[config.mk]
export PLATFORM = sky130hd
export DESIGN_NAME = mash111_network
export DESIGN_NICKNAME = d
export VERILOG_FILES = /design/src/rtl/mash111_network.sv
export SDC_FILE = /design/constraint.sdc
export NUM_CORES = 1
export LEC_CHECK = 0
export BUFFER_PORTS_ARGS = -buffer_cell sky130_fd_sc_hd__buf_2
export CAP_MARGIN = 20
export CELL_PAD_IN_SITES_DETAIL_PLACEMENT = 0
export CELL_PAD_IN_SITES_GLOBAL_PLACEMENT = 1
export CORE_MARGIN = 2
export CORE_UTILIZATION = 53
export DETAILED_ROUTE_END_ITERATION = 16
export GPL_TIMING_DRIVEN = 0
export PLACE_DENSITY = 0.84
export REMOVE_ABC_BUFFERS = 1
export SLEW_MARGIN = 30
export SYNTH_ARGS = -nofsm -noshare
export SYNTH_HDL_FRONTEND = slang
export SYNTH_SLANG_ARGS = --single-unit
[constraint.sdc]
create_clock -name i_clk -period 8.85 [get_ports i_clk]
set_input_delay 1.3275 -clock i_clk [delete_from_list [all_inputs] [get_ports i_clk]]
set_output_delay 1.3275 -clock i_clk [all_outputs]
set_load 0.03 [all_outputs]
[src/rtl/mash111_network.sv]
// Third-order MASH 1-1-1 modulator: three chained first-order accumulators plus noise cancellation.
// Optional dither LFSR on the stage-1 carry-in is enabled by defining NCDDSM_DITHER_EN.
module mash111_network #(
  parameter int P_WIDTH = 16
) (
  input  logic               i_clk,
  input  logic               i_rst_n,
  input  logic               i_en,
  input  logic [P_WIDTH-1:0] i_frac_in,
  output logic [3:0]         o_network,
  output logic               o_valid
);

  logic [P_WIDTH-1:0] acc1_q, acc1_d;
  logic [P_WIDTH-1:0] acc2_q, acc2_d;
  logic [P_WIDTH-1:0] acc3_q, acc3_d;
  logic               c2_d1_q, c2_d1_d;
  logic               c3_d1_q, c3_d1_d;
  logic               c3_d2_q, c3_d2_d;
  logic [3:0]         network_q, network_d;
  logic               valid_q, valid_d;

  logic [P_WIDTH:0]   s1, s2, s3;
  logic               c1, c2, c3;
  logic               carry_in;
  logic [3:0]         y;

`ifdef NCDDSM_DITHER_EN
  logic [14:0] lfsr_q, lfsr_d;

  assign carry_in = lfsr_q[0];

  always_comb begin
    lfsr_d = lfsr_q;
    if (i_en) begin
      lfsr_d = {lfsr_q[13:0], lfsr_q[14] ^ lfsr_q[13]};
    end
  end

  always_ff @(posedge i_clk or negedge i_rst_n) begin
    if (!i_rst_n) begin
      lfsr_q <= 15'h0001;
    end else begin
      lfsr_q <= lfsr_d;
    end
  end
`else
  assign carry_in = 1'b0;
`endif

  // Stages are chained in one cycle: each stage accumulates the previous stage's residue.
  always_comb begin
    s1 = {1'b0, acc1_q} + {1'b0, i_frac_in} + {{P_WIDTH{1'b0}}, carry_in};
    c1 = s1[P_WIDTH];
    s2 = {1'b0, acc2_q} + {1'b0, s1[P_WIDTH-1:0]};
    c2 = s2[P_WIDTH];
    s3 = {1'b0, acc3_q} + {1'b0, s2[P_WIDTH-1:0]};
    c3 = s3[P_WIDTH];
    // Modulo-16 arithmetic yields the correct two's-complement result in -3..+4.
    y = {3'b000, c1}
      + {3'b000, c2} - {3'b000, c2_d1_q}
      + {3'b000, c3} - {2'b00, c3_d1_q, 1'b0} + {3'b000, c3_d2_q};
  end

  always_comb begin
    acc1_d    = acc1_q;
    acc2_d    = acc2_q;
    acc3_d    = acc3_q;
    c2_d1_d   = c2_d1_q;
    c3_d1_d   = c3_d1_q;
    c3_d2_d   = c3_d2_q;
    network_d = network_q;
    valid_d   = i_en;
    if (i_en) begin
      acc1_d    = s1[P_WIDTH-1:0];
      acc2_d    = s2[P_WIDTH-1:0];
      acc3_d    = s3[P_WIDTH-1:0];
      c2_d1_d   = c2;
      c3_d1_d   = c3;
      c3_d2_d   = c3_d1_q;
      network_d = y;
    end
  end

  always_ff @(posedge i_clk or negedge i_rst_n) begin
    if (!i_rst_n) begin
      acc1_q    <= '0;
      acc2_q    <= '0;
      acc3_q    <= '0;
      c2_d1_q   <= 1'b0;
      c3_d1_q   <= 1'b0;
      c3_d2_q   <= 1'b0;
      network_q <= 4'h0;
      valid_q   <= 1'b0;
    end else begin
      acc1_q    <= acc1_d;
      acc2_q    <= acc2_d;
      acc3_q    <= acc3_d;
      c2_d1_q   <= c2_d1_d;
      c3_d1_q   <= c3_d1_d;
      c3_d2_q   <= c3_d2_d;
      network_q <= network_d;
      valid_q   <= valid_d;
    end
  end

  assign o_network = network_q;
  assign o_valid   = valid_q;

endmodule

==> impl_metrics.toml, run 1 <==
[outcome]
status = "complete, no violations"

[cts]
tritoncts = "yes"
cts-resized-gates = 0
cts_setup_buffers = 0
cts_inserted_buffers = 5
root_buffer = "clkbuf_8"
clk_latency_ns = 0.32
cts_buffer_depth = 2
h-tree-depth = 2
clk_pin_slew_ns = 0.11
cts_hold_buf = 0
cts_sinks = 56

[grt]
met3_usage_pct = 3.06
met2_usage_pct = 37.5
grt_pass1_vias = 3806
grt_max_degree = 72
grt_pass1_wl_mm = 18.0
use_met1_pct = 30.5
overflow = 0
grt.total_usage_pct = 22.2
top_usage_layer = "met2"
antenna_found_initial = 0

[logic_synthesis]
yosysUniqueCellTypes = 71
synth_compound_area_share_pct = 26.8
synth_top_area_share_pct = 28.7
synthAdderAreaFrac_pct = 16.4
yosysWarnings = 0
yosys.area_share.simple_pct = 12.8
synthXorXnorAreaFrac_pct = 5.19
synth_area_leaders = "dfrtp_1 (29%), ha_1 (14%), mux2_2 (5.3%), a21oi_1 (5.0%), xnor2_1 (3.8%)"
syn-cell-area_mm2 = 0.00489
seq_area_frac_synth_pct = 28.7
synth_area_leader_cell = "dfrtp_1"
synth_common_cells = "dfrtp_1 (56), ha_1 (56), a21oi_1 (49)"
synthMuxAreaShare_pct = 6.01
synth_cells = 535
ys_ff_latch = 56
async_reset_ff_share_pct = 100
synth_top_family_by_area = "compound AO/OA/AOI/OAI gates"
synth_ff_type = "dfrtp_1"
postSynthAreaPerCell_um2 = 9.14
synth_edf_count = 0

[flow_run]
maxCapViolCount = 0

[cells_and_area]
fin_nets = 625
n_fill_cell = 845
drive_above_1_share_pct = 14.1
post-route-util_pct = 56.9
diodes = 0
instances_no_fill = 657
syn2layout_area_growth_pct = 6.06

[critical_path]
critPathMaxFanout = 8
cp-start-kind = "input pin"
cp.arrival_ns = 6.76
crit_required_ns = 9.07
rrSetupSlack_ns = 3.00
cp-end-kind = "flip-flop"
critPathKind = "input pin to flip-flop"

[place]
dp_hpwl_mm = 7.73
gp_congestion = 0.902
io_buffers = 23
dp.cells = 649

[detailed_routing]
avgRoutedWirePerCell_um = 16.2
drtPass1Iterations = 5
ant_nets = 0
drc = 0
dr.first_iter.drc_count = 216
dr_total_vias = 4036
vias_per_cell = 6.14
drt_wl_total_mm = 10.6

[floorplanning]
die_h_um = 100
placeableCoreArea_mm2 = 0.00911
die_w_um = 100
die_area_mm2 = 0.0100
fp-row-count = 35
initial_utilization_pct = 53.7
io_pins = 24

[timing]
final-hold-violation-count = 0
slew_headroom_pct = 43.3
finalSetupViolations = 0
finClkSkew_ns = 0.0130
drv_slew = 0
period_share_pct = 74.0
hold_ws_ns = 0.498
fin_crit_ns = 6.55
timing.fmax_mhz = 153
tns_ns = 0
grt_setup_unrepaired = "false"
tightest_slew_ns = 0.849

[worst_hold_path]
min_path_type = "flip-flop to flip-flop"
registers in the layout, summed over array words and instances (netlist names):
register,count
c3_d1_q,1
c2_d1_q,1
acc3_q,16
o_valid,1
o_network,4
acc2_q,16
acc1_q,16
c3_d2_q,1
worst max-delay path, cell delays in order:
cell      delay [ns]
buf_2           0.10
ha_1            0.24
fa_1            0.45
a211oi_2        0.34
o211ai_2        0.18
a31o_1          0.28
a21oi_1         0.18
xnor2_1         0.20
ha_1            0.33
nand2_1         0.09
nor2_1          0.05
a211oi_1        0.37
o21ai_0         0.19
xor2_1          0.20
ha_1            0.39
a21oi_1         0.46
o21ai_0         0.18
a21oi_1         0.16
o31ai_1         0.10
a21oi_1         0.22
fa_1            0.24
ha_1            0.17
xnor2_1         0.06
mux2_2          0.25
cell families after synthesis:
group / Yosys count
AO/OA/AOI/OAI: 184
XOR/XNOR: 29
adder cells (fa/ha/maj): 61
buffers and inverters: 52
flip-flops: 56
multiplexers: 26
AND/OR/NAND/NOR: 127
per-layer routing:
layer / up-vias / routed length [µm]
met5: - / 0
met4: 0 / 153
li1: 2028 / -
met2: 50 / 5020
met1: 1947 / 5190
met3: 11 / 269
cell type report:
| type | count | area, µm² | area share (%) |
|---|---|---|---|
| inverter | 32 | 120 | 2.32 |
| timing repair buffer | 23 | 120 | 2.32 |
| sequential | 56 | 1400 | 27.0 |
| clock inverter | 3 | 47.5 | 0.917 |
| tap | 111 | 139 | 2.68 |
| multi-input combinational | 427 | 3290 | 63.4 |
| clock buffer | 5 | 68.8 | 1.33 |
through the flow:
| step | area, µm² | setup WS [ns] |
|---|---|---|
| global placement | 5060 | 2.06 |
| global route | 5190 | 1.93 |
| floorplan | 4810 | 2.84 |
| CTS | 5190 | 2.35 |
| detailed placement | 5070 | 2.04 |
| finish | 5190 | 2.30 |
final timing paths:
check | startpoint | end | cells past startpoint
setup / recovery | i_frac_in[0] | o_network[2]$_DFFE_PN0P_ | 24
max in group asynchronous | i_rst_n | acc3_q[7]$_DFFE_PN0P_ | 1
setup reg to reg | acc1_q[0]$_DFFE_PN0P_ | o_network[2]$_DFFE_PN0P_ | 23
hold / removal | o_network[1]$_DFFE_PN0P_ | o_network[1]$_DFFE_PN0P_ | 2
hold reg to reg | o_network[1]$_DFFE_PN0P_ | o_network[1]$_DFFE_PN0P_ | 2
min in group asynchronous | i_rst_n | o_network[2]$_DFFE_PN0P_ | 1
placed cells by master (no fill, tap or decap), drive strengths merged, types with 3 or more instances in the layout:
| cell | synthesis | layout |
|---|---|---|
| a2111o | 4 | 4 |
| a211o | 4 | 4 |
| a211oi | 13 | 13 |
| a21o | 9 | 9 |
| a21oi | 53 | 53 |
| a221o | 4 | 4 |
| a31o | 3 | 3 |
| a31oi | 5 | 5 |
| and3 | 8 | 8 |
| buf | 4 | 23 |
| clkbuf | 16 | 5 |
| dfrtp | 56 | 56 |
| fa | 5 | 5 |
| ha | 56 | 56 |
| inv | 32 | 32 |
| mux2 | 24 | 24 |
| nand2 | 39 | 39 |
| nand2b | 5 | 5 |
| nand3 | 18 | 18 |
| nand4 | 7 | 7 |
| nor2 | 27 | 27 |
| nor3 | 6 | 6 |
| o2111ai | 6 | 6 |
| o211ai | 7 | 7 |
| o21a | 7 | 7 |
| o21ai | 35 | 35 |
| o21bai | 6 | 6 |
| o221ai | 4 | 4 |
| o311ai | 6 | 6 |
| or3 | 4 | 4 |
| or4 | 3 | 3 |
| xnor2 | 21 | 21 |
| xor2 | 8 | 8 |
Power of run 1 is not shown: default switching activity piles up to over one toggle a cycle in this logic, so the estimate is an artifact.
==> run 2: changes to the inputs <==
- CORE_UTILIZATION: 53 -> 44
- PLACE_DENSITY: 0.84 -> 0.74
- clock period: 8.85 -> 5.9 ns (I/O delays scaled with it)
==> run 2 against run 1 <==
Against the previous run: sequential share of layout area fell by 1.1 points; cell area rose by 4.1%; count of clock-buffer cells in the layout rose by 1; largest cell class unchanged; critical path depth fell by 3; register-to-register slack got worse by 2.6 ns; die area rose by 20%; highest routed layer unchanged; via count rose by 0.77%; global-route usage fell by 2.9 points.
==> impl_metrics.toml, run 2 (same netlist as run 1, synthesis figures left out) <==
[floorplanning]
fp-row-count = 38
initial_utilization_pct = 45.1
die_area_mm2 = 0.0120
io_pins = 24
die_w_um = 109
die_h_um = 109
placeableCoreArea_mm2 = 0.0108

[cells_and_area]
syn2layout_area_growth_pct = 10.4
drive_above_1_share_pct = 18.1
final_cell_mix = "dfrtp_1 (56), ha_1 (51), a21oi_1 (45)"
post-route-util_pct = 49.8
multi_input_area_mm2 = 0.00343
seq_area_mm2 = 0.00140
n_fill_cell = 1045
largestRegisters = "acc1_q: 16 flops, acc2_q: 16 flops, acc3_q: 16 flops"
diodes = 0
fin_nets = 630
final_common_cell = "dfrtp_1"

[timing]
finalSetupViolations = 0
tns_ns = 0
slew_headroom_pct = 41.2
tightest_slew_ns = 0.881
final-hold-violation-count = 0
drv_slew = 0
fin_ws_ns = 0.191
timing.fmax_mhz = 175
period_share_pct = 96.8
hold_ws_ns = 0.491
finClkSkew_ns = 0.0105
fin_crit_ns = 5.71

[critical_path]
crit_required_ns = 6.12
cp-start-kind = "input pin"
critPathMaxFanout = 4
cp.arrival_ns = 5.93
critPathKind = "input pin to flip-flop"
cp-end-kind = "flip-flop"

[place]
io_buffers = 23
gp_congestion = 0.843
dp_hpwl_mm = 7.87
pre_cts_ws_ns = -0.472

[detailed_routing]
avgRoutedWirePerCell_um = 15.9
drtPass1Iterations = 4
vias_per_cell = 5.89
drt_wl_total_mm = 11.0
dr.first_iter.drc_count = 247
drc = 0
dr_total_vias = 4067
ant_nets = 0

[cts]
root_buffer = "clkbuf_8"
cts_sinks = 56
tritoncts = "yes"
cts_buffer_depth = 2
clk_latency_ns = 0.33
h-tree-depth = 2
clk_pin_slew_ns = 0.11
cts_inserted_buffers = 5
cts_hold_buf = 0

[grt]
grt_pass1_wl_mm = 18.5
grt.total_usage_pct = 19.3
overflow = 0
grt_pass1_vias = 3986
grt_max_degree = 72
antenna_found_initial = 0

[worst_hold_path]
min_path_type = "flip-flop to flip-flop"

[outcome]
status = "complete, no violations"

[flow_run]
maxCapViolCount = 0
## run 2: cell types whose count changed in the layout (fill, tap and decap cells not counted), sizes merged
cell,change
buf,+5
clkbuf,+1
inv,+1
clkinv,-2
## run 2: final timing paths
path / start / endpoint / slack [ns] / depth (start not counted)
max in group asynchronous: i_rst_n / acc1_q[13]$_DFFE_PN0P_ / 4.76 / 1
min in group asynchronous: i_rst_n / o_network[3]$_DFFE_PN0P_ / 0.61 / 1
setup reg to reg: acc1_q[0]$_DFFE_PN0P_ / o_network[2]$_DFFE_PN0P_ / 0.44 / 20
setup / recovery: i_frac_in[0] / o_network[2]$_DFFE_PN0P_ / 0.19 / 21
hold / removal: o_network[0]$_DFFE_PN0P_ / o_network[0]$_DFFE_PN0P_ / 0.49 / 2
hold reg to reg: o_network[0]$_DFFE_PN0P_ / o_network[0]$_DFFE_PN0P_ / 0.49 / 2
## run 2: per-layer routing
metal  track usage [%]  wire length [µm]  vias up
met2              32.2              5200       60
met5                 0                 0        -
met3              3.14               387       12
met4              4.79               155        0
met1              26.2              5230     1957
li1                  -                 -     2038
## run 2: what timing repair did
item                                    CTS  global route
buffers inserted                          0             5
endpoints found under the setup margin    2             4
pin swaps                                 1             9
gates resized for setup                   9            20
## run 2: final cells by class
class | count | area share, %
Clock buffer | 6 | 1.34
Clock inverter | 2 | 0.718
Inverter | 32 | 2.22
Multi-Input combinational cell | 427 | 63.6
Sequential cell | 56 | 25.9
Tap cell | 140 | 3.24
Timing Repair Buffer | 28 | 2.92
## run 2: metrics by stage
stage,std cells,area [µm²]
5_1_grt,691,5400
2_1_floorplan,515,4810
3_5_place_dp,678,5110
4_1_cts,686,5260
6_report,691,5400
3_3_place_gp,678,5100
## run 2: worst max-delay path: stages
cell and delay [ns]:
buf_2 0.10, ha_1 0.27, fa_2 0.46, a211oi_4 0.28
o211ai_2 0.18, a31o_1 0.28, a21oi_1 0.19, xnor2_1 0.19
ha_1 0.31, and3_2 0.27, a311oi_4 0.38, nand2_4 0.13
xor2_4 0.19, ha_4 0.30, nand3_1 0.09, o31ai_2 0.32
a21oi_2 0.11, fa_1 0.43, ha_1 0.21, xnor2_1 0.11
mux2_2 0.25
Power of run 2 is left out for the same reason.
==> run 3: changes to the inputs <==
- CORE_ASPECT_RATIO: not set -> 0.8
- GPL_TIMING_DRIVEN: 0 -> not set
==> run 3 against run 2 <==
Against the previous run: register-to-register slack improved by 0.13 ns; worst hold slack lost 0.0090 ns; maximum frequency up 1.3%; flip-flop and latch count stayed put.
==> impl_metrics.toml, run 3 (same netlist as run 1, synthesis figures left out) <==
[timing]
hold_ws_ns = 0.482
fin_crit_ns = 5.63
tightest_slew_ns = 0.822
final-hold-violation-count = 0
grt_setup_unrepaired = "false"
period_share_pct = 95.5
finalSetupViolations = 0
timing.fmax_mhz = 178
drv_slew = 0
tns_ns = 0
slew_headroom_pct = 45.2
finClkSkew_ns = 0.00861

[outcome]
status = "complete, no violations"

[cells_and_area]
post-route-util_pct = 50.4
final_cell_mix = "ha_1 (56), dfrtp_1 (56), a21oi_1 (49)"
n_fill_cell = 1012
largestRegisters = "acc1_q: 16 flops, acc2_q: 16 flops, acc3_q: 16 flops"
syn2layout_area_growth_pct = 11.8
diodes = 0
fin_nets = 651
drive_above_1_share_pct = 18.5

[detailed_routing]
dr.first_iter.drc_count = 271
drt_wl_total_mm = 11.2
ant_nets = 0
drc = 0
dr_total_vias = 4114
avgRoutedWirePerCell_um = 15.6
vias_per_cell = 5.75
drtPass1Iterations = 5

[cts]
cts_hold_buf = 0
clk_latency_ns = 0.30
cts_buffer_depth = 2
root_buffer = "clkbuf_16"
cts_sinks = 56
h-tree-depth = 2
cts_inserted_buffers = 5
clk_pin_slew_ns = 0.08
tritoncts = "yes"

[flow_run]
maxCapViolCount = 0

[grt]
grt_pass1_vias = 3966
grt_max_degree = 72
antenna_found_initial = 0
grt_pass1_wl_mm = 19.0
overflow = 0
grt.total_usage_pct = 19.7

[critical_path]
cp-end-kind = "flip-flop"
critPathMaxFanout = 4
cp.arrival_ns = 5.83
cp-start-kind = "input pin"
crit_required_ns = 6.09
critPathKind = "input pin to flip-flop"

[floorplanning]
io_pins = 24
die_h_um = 98.3
fp-row-count = 34
die_area_mm2 = 0.0120
initial_utilization_pct = 45.1
placeableCoreArea_mm2 = 0.0108
die_w_um = 122

[worst_hold_path]
min_path_type = "flip-flop to flip-flop"

[place]
gp_congestion = 0.832
dp_hpwl_mm = 8.36
io_buffers = 23
## run 3: changes by cell type in the layout (fill, tap and decap cells not counted), sizes merged
cell and change:
clkbuf -1, clkinv +3, bufinv -1, buf +21
inv -1
## run 3: timing repair
item,4_1_cts,5_1_grt
setup buffers,0,2
endpoints found under the setup margin,0,4
resized for setup,0,5
## run 3: layer usage
metal,vias up,global-route usage (%),share of wire [%]
met5,-,0,0
met3,15,2.86,3.6
met1,1947,28.1,51
met2,75,31.9,44
met4,0,3.71,1.0
li1,2077,-,-
## run 3: cell type report
cell class / instances / area (µm²) / area share [%]
clock buffers: 5 / 125 / 2.29
inverters: 32 / 120 / 2.20
well taps: 144 / 180 / 3.30
multi-input cells: 427 / 3310 / 60.6
clock inverters: 3 / 18.8 / 0.343
repair buffers: 49 / 310 / 5.68
flip-flops and latches: 56 / 1400 / 25.6
## run 3: worst max-delay path, stage by stage
cell and delay, ns:
buf_2 0.10, ha_1 0.24, fa_2 0.39, a211oi_4 0.31
o211ai_2 0.15, a31o_1 0.27, a21oi_1 0.18, xnor2_1 0.13
ha_1 0.35, and3_1 0.24, nand2_1 0.07, or3_4 0.35
nand2_1 0.13, xor2_2 0.09, ha_1 0.34, nand2_1 0.09
o21ai_1 0.16, a21oi_1 0.09, o31ai_1 0.10, a21oi_1 0.15
fa_1 0.44, ha_1 0.20, xnor2_1 0.12, mux2_2 0.25
## run 3: final timing paths
kind | slack (ns) | end | from | cells after the start
setup / recovery | 0.27 | o_network[2]$_DFFE_PN0P_ | i_frac_in[0] | 24
hold / removal | 0.48 | o_network[1]$_DFFE_PN0P_ | o_network[1]$_DFFE_PN0P_ | 2
setup reg to reg | 0.57 | o_network[2]$_DFFE_PN0P_ | acc1_q[0]$_DFFE_PN0P_ | 23
hold reg to reg | 0.48 | o_network[1]$_DFFE_PN0P_ | o_network[1]$_DFFE_PN0P_ | 2
max in group asynchronous | 4.67 | acc2_q[9]$_DFFE_PN0P_ | i_rst_n | 2
min in group asynchronous | 0.73 | acc3_q[3]$_DFFE_PN0P_ | i_rst_n | 2
## run 3: stage by stage
step	cell area (µm²)	std cells	worst slack [ns]
CTS	5430	714	0.227
finish	5470	716	0.266
floorplan	4810	515	0.330
detailed placement	5290	706	-0.0790
global placement	5290	706	0.0783
global route	5470	716	0.00254
Power of run 3 is left out for the same reason.
